==> src/rtl/vault_phase_sequencer.sv <==
// Sequences the vault puzzle phase FSMs one at a time. Each phase gets a clear pulse
// before it is armed; the sequencer then enforces a WAIT timeout, a retry budget and a lockout hold.
module vault_phase_sequencer #(
  parameter int NUM_PHASES     = 4,
  parameter int TIMEOUT_CYCLES = 1000,
  parameter int MAX_RETRIES    = 3,
  parameter int LOCKOUT_CYCLES = 5000
) (
  input  logic                               clk,
  input  logic                               reset,
  input  logic                               start,
  input  logic                               relock,
  input  logic [NUM_PHASES-1:0]              phase_done,
  input  logic [NUM_PHASES-1:0]              phase_fail,
  output logic [NUM_PHASES-1:0]              phase_clear,
  output logic [NUM_PHASES-1:0]              phase_en,
  output logic [$clog2(NUM_PHASES)-1:0]      active_phase,
  output logic                               busy,
  output logic                               attempt_fail,
  output logic [$clog2(MAX_RETRIES+1)-1:0]   retries_left,
  output logic                               vault_open,
  output logic                               locked_out
);

  localparam int PW = $clog2(NUM_PHASES);
  localparam int RW = $clog2(MAX_RETRIES + 1);
  localparam int TW = $clog2(TIMEOUT_CYCLES);
  localparam int LW = $clog2(LOCKOUT_CYCLES);

  localparam logic [PW-1:0]         LAST_PHASE  = PW'(NUM_PHASES - 1);
  localparam logic [TW-1:0]         TIMER_LAST  = TW'(TIMEOUT_CYCLES - 1);
  localparam logic [LW-1:0]         LOCK_LAST   = LW'(LOCKOUT_CYCLES - 1);
  localparam logic [RW-1:0]         RETRY_FULL  = RW'(MAX_RETRIES);
  localparam logic [NUM_PHASES-1:0] ONE_HOT_LSB = NUM_PHASES'(1);

  typedef enum logic [2:0] {
    S_IDLE,
    S_CLEAR,
    S_WAIT,
    S_OPEN,
    S_LOCKOUT
  } state_t;

  state_t                  state, state_nx;
  logic [PW-1:0]           phase_nx;
  logic [TW-1:0]           timer, timer_nx;
  logic [LW-1:0]           lock_cnt, lock_nx;
  logic [RW-1:0]           retries_nx;
  logic                    fail_nx;
  logic [NUM_PHASES-1:0]   onehot_nx;

  always_comb begin
    state_nx   = state;
    phase_nx   = active_phase;
    timer_nx   = timer;
    lock_nx    = lock_cnt;
    retries_nx = retries_left;
    fail_nx    = 1'b0;

    case (state)
      S_IDLE: begin
        if (start) begin
          state_nx = S_CLEAR;
          phase_nx = '0;
        end
      end

      S_CLEAR: begin
        timer_nx = '0;
        state_nx = S_WAIT;
      end

      S_WAIT: begin
        timer_nx = timer + TW'(1);
        // fail outranks timeout, which outranks done; other phases' flags are never looked at
        if (phase_fail[active_phase] || (timer == TIMER_LAST)) begin
          fail_nx    = 1'b1;
          retries_nx = (retries_left != '0) ? retries_left - RW'(1) : '0;
          if (retries_left == RW'(1)) begin
            state_nx = S_LOCKOUT;
            lock_nx  = '0;
          end else begin
            state_nx = S_CLEAR;
            phase_nx = '0;
          end
        end else if (phase_done[active_phase]) begin
          if (active_phase == LAST_PHASE) begin
            state_nx   = S_OPEN;
            retries_nx = RETRY_FULL;
          end else begin
            state_nx = S_CLEAR;
            phase_nx = active_phase + PW'(1);
          end
        end
      end

      S_OPEN: begin
        retries_nx = RETRY_FULL;
        if (relock) begin
          state_nx = S_IDLE;
          phase_nx = '0;
        end
      end

      S_LOCKOUT: begin
        if (lock_cnt == LOCK_LAST) begin
          state_nx   = S_IDLE;
          lock_nx    = '0;
          retries_nx = RETRY_FULL;
          phase_nx   = '0;
        end else begin
          lock_nx = lock_cnt + LW'(1);
        end
      end

      default: begin
        state_nx = S_IDLE;
        phase_nx = '0;
      end
    endcase
  end

  assign onehot_nx = ONE_HOT_LSB << phase_nx;

  // Outputs are decoded from the next state so they are registered yet line up with it.
  always_ff @(posedge clk or posedge reset) begin
    if (reset) begin
      state        <= S_IDLE;
      active_phase <= '0;
      timer        <= '0;
      lock_cnt     <= '0;
      retries_left <= RETRY_FULL;
      phase_clear  <= '0;
      phase_en     <= '0;
      busy         <= 1'b0;
      attempt_fail <= 1'b0;
      vault_open   <= 1'b0;
      locked_out   <= 1'b0;
    end else begin
      state        <= state_nx;
      active_phase <= phase_nx;
      timer        <= timer_nx;
      lock_cnt     <= lock_nx;
      retries_left <= retries_nx;
      phase_clear  <= (state_nx == S_CLEAR) ? onehot_nx : '0;
      phase_en     <= (state_nx == S_WAIT)  ? onehot_nx : '0;
      busy         <= (state_nx == S_CLEAR) || (state_nx == S_WAIT);
      attempt_fail <= fail_nx;
      vault_open   <= (state_nx == S_OPEN);
      locked_out   <= (state_nx == S_LOCKOUT);
    end
  end

endmodule
==> config.mk <==
export PLATFORM = sky130hd
export DESIGN_NAME = vault_phase_sequencer
export DESIGN_NICKNAME = d
export VERILOG_FILES = /design/src/rtl/vault_phase_sequencer.sv
export SDC_FILE = /design/constraint.sdc
export NUM_CORES = 1
export LEC_CHECK = 0
export BUFFER_PORTS_ARGS = -buffer_cell sky130_fd_sc_hd__buf_2
export CAP_MARGIN = 20
export CORE_ASPECT_RATIO = 0.8
export CORE_MARGIN = 10
export CORE_UTILIZATION = 35
export DETAILED_ROUTE_END_ITERATION = 12
export GPL_TIMING_DRIVEN = 0
export PLACE_DENSITY = 0.66
export SYNTH_ARGS = -nofsm -noshare
export SYNTH_HDL_FRONTEND = slang
export SYNTH_SLANG_ARGS = --single-unit
==> constraint.sdc <==
create_clock -name clk -period 2 [get_ports clk]
set_clock_uncertainty 0.05 [all_clocks]
set_input_delay 0.1 -clock clk [delete_from_list [all_inputs] [get_ports clk]]
set_output_delay 0.1 -clock clk [all_outputs]
set_load 0.005 [all_outputs]
==> metrics.md <==
| Metric | Value |
|---|---|
| Ant diodes | `0` |
| Layout Cells excl Fill | `353` |
| Setup Viol. Count Final | `10` |
| Core footprint | `5910 sq um` |
| CTS buffer count | `5` |
| P&R area growth vs syn | `28.3%` |
| Slowest-stage cell, CP | `or4b_4` |
| Clk sinks | `42` |
| Reg clk slew, reported paths | `0.09 ns` |
| Critical Path AT | `2.33 ns` |
| Placed insts | `330` |
| Vias/cell | `5.21` |
| WP data required | `2.18 ns` |
| Seq/Total Area, Yosys | `49.2%` |
| Net count, final | `285` |
| Clk Tree Root Cell | `clkbuf_8` |
| CP startpoint kind | `flip-flop` |
| Initial DRC count | `116` |
| Syn Std Cell Area | `2140 sq um` |
| Drc violations | `0` |
| Initial antenna violation count | `0` |
| I/O pin count | `28` |
| Worst hold path class | `input port to flip-flop` |
| Failing checks | `setup timing` |
| Synth Area per Inst | `9.65 sq um` |
| Pwr/cell area | `1190 nW/um^2` |
| Die X | `107 um` |
| Worst-margin pin slew | `0.855 ns` |
| DP HPWL | `3630 um` |
| DR vias | `1,838` |
| EDFF count, synth | `0` |
| Starting Density | `36.3%` |
| CTS tree | `done` |
| Total Wirelength | `5330 um` |
| Yosys cell types | `46` |
| Yosys synthesis warning count | `0` |
| Max clock buf depth | `2` |
| Met2 usage | `14.9%` |
| Max-cap violations | `0` |
| Vias in the first global route | `1,774` |
| Yosys reg bits | `42` |
| Slew headroom | `42.9%` |
| DIE AREA | `9670 sq um` |
| Row Count | `25` |
| Number of I/O port buffers | `27` |
| Gr usage total | `11.3%` |
| Main synth FF type | `dfrtp_1` |
| RSZ-0062 raised after global routing | `true` |
| Fmax | `464 MHz` |
| Mapped Cells | `222` |
| Status | `complete, but fails checks` |
| Hold Vio Cnt, Final | `0` |
| Largest net degree at the start of global routing | `43` |
| H-tree Lvls | `2` |
| Max incr delay on CP | `0.56 ns` |
| DRT Pass-1 Iters | `4` |
| Critical Path Sink Type | `flip-flop` |
| Global Route met1 Usage | `16.4%` |
| Final Slew Violations | `0` |
| Syn nets | `236` |
| Max FO, Critical Path | `5` |
| Met3 global-route usage | `3.28%` |
| Post-synth ARST share | `100%` |
| First-pass GRT wire length | `8940 um` |
| Lkg Pwr | `0.00124 uW` |
| CP Cell Sequence | `mux4_2, a31oi_4, a41oi_2, or4b_4, nor3b_2` |
| Final worst-path cycle share | `108%` |
| Busiest metal layer after global routing | `met1` |
| Die Height | `90.0 um` |
| Commonest cells after routing, fill and taps aside | `dfrtp_1, buf_2, nand2_1, o21ai_0, nor2_1` |
| Commonest non-fill, non-tap cell in the layout | `dfrtp_1` |
| Routed length per instance | `15.1 um` |
| GPL Wtd Cong | `0.872` |
| Number of routed nets with antenna violations | `0` |
| Total global routing overflow | `0` |
| Crit path kind | `flip-flop to flip-flop` |
| Shortest period the worst path allows | `2.16 ns` |
| Final core occ | `46.5%` |
| Peak supply drop | `437 uV` |
| Final WS setup | `-0.156 ns` |
| Clock Latency Late Sink | `0.30 ns` |
| Ratio of cells with drive above 1 in the final layout | `33.1%` |
## stage by stage
| step | setup TNS (ns) | hold slack [ns] | total power, uW | setup WS, ns | instance area (sq um) |
|---|---|---|---|---|---|
| 6_report | -0.772 | 0.0421 | 3270 | -0.156 | 2750 |
| 2_1_floorplan | -0.417 | 0.214 | 1960 | -0.133 | 2140 |
| 4_1_cts | -0.646 | 0.0333 | 3120 | -0.148 | 2660 |
| 3_3_place_gp | -4.76 | 0.356 | 2260 | -0.326 | 2380 |
| 3_5_place_dp | -4.71 | 0.281 | 2280 | -0.300 | 2380 |
| 5_1_grt | -2.85 | 0.0478 | 3540 | -0.242 | 2750 |
## repair_timing
item	CTS	global route
hold endpoints to repair	40	0
pin swaps	2	4
buffers inserted	9	7
gates resized for setup	19	16
hold buffers	1	0
endpoints found under the setup margin	25	25
## critical path: cells and delay by family, from the launching register on
family / cells / cell delay, ns
compound gates: 2 / 0.34
mux: 1 / 0.54
flops: 1 / 0.40
simple gates: 2 / 0.75
## power by group
group          switching (uW)  total (uW)  internal (uW)
clock                     317         691            374
sequential                205        1280           1070
combinational             719        1300            579
## flip-flops by register name (all words and copies together) (netlist names)
signal,flops
vault_open,1
state,3
phase_en,4
timer,10
busy,1
locked_out,1
phase_clear,4
attempt_fail,1
lock_cnt,13
retries_left,2
active_phase,2
## path summary, 6_finish.rpt
| check | depth (start not counted) | from | to | slack (ns) |
|---|---|---|---|---|
| worst min-delay path | 3 | phase_done[1] | phase_clear[2]$_DFF_PP0_ | 0.04 |
| worst max register to register | 5 | active_phase[0]$_DFF_PP0_ | phase_en[3]$_DFF_PP0_ | -0.16 |
| max in group asynchronous | 3 | reset | lock_cnt[5]$_DFFE_PP0P_ | 0.86 |
| min in group asynchronous | 3 | reset | lock_cnt[3]$_DFFE_PP0P_ | 0.46 |
| worst max-delay path | 5 | active_phase[0]$_DFF_PP0_ | phase_en[3]$_DFF_PP0_ | -0.16 |
| worst min register to register | 2 | retries_left[1]$_DFFE_PP1P_ | retries_left[1]$_DFFE_PP1P_ | 0.45 |
## logic make-up (layout without fill, tap and decap cells)
| kind of cell | Yosys count | in the layout | share of synthesized area, % |
|---|---|---|---|
| AND/OR/NAND/NOR | 98 | 98 | 24.9 |
| AO/OA/AOI/OAI | 58 | 58 | 17.0 |
| flip-flops | 42 | 42 | 49.2 |
| buffers and inverters | 10 | 60 | 1.87 |
| XOR/XNOR | 6 | 6 | 2.45 |
| multiplexers | 6 | 6 | 3.50 |
| adder cells (fa/ha/maj) | 2 | 2 | 1.17 |
## Yosys cell counts, types with 3 or more instances
library cell  number  area share [%]
a21oi_1            7             1.6
and3_1             7             2.0
clkbuf_1           3            0.53
dfrtp_1           40              47
inv_1              5            0.88
mux2i_1            3             1.4
nand2_1           27             4.7
nand2b_1           9             2.6
nand3_1           10             2.3
nand4_1            5             1.5
nor2_1            17             3.0
nor3_1             6             1.4
nor3b_2            3             1.8
o211ai_1           3             1.1
o21ai_0           30             7.0
o31ai_1            3             1.1
xor2_1             4             1.6
## layout make-up
cell class | instances | area [sq um]
Clock buffer | 5 | 68.8
Tap cell | 81 | 101
Inverter | 5 | 18.8
Sequential cell | 42 | 1060
Multi-Input combinational cell | 170 | 1160
Buffer | 4 | 30.0
Fill cell | 553 | 3160
Timing Repair Buffer | 43 | 265
Clock inverter | 3 | 43.8
## layer usage
metal	part of all wire (%)	up-vias	wire length, um
met5	0	-	0
met4	1.8	0	95
met3	7.2	6	386
met2	42	56	2220
met1	49	875	2630
li1	-	901	-
No activity file was read; power rests on OpenSTA's default activity.
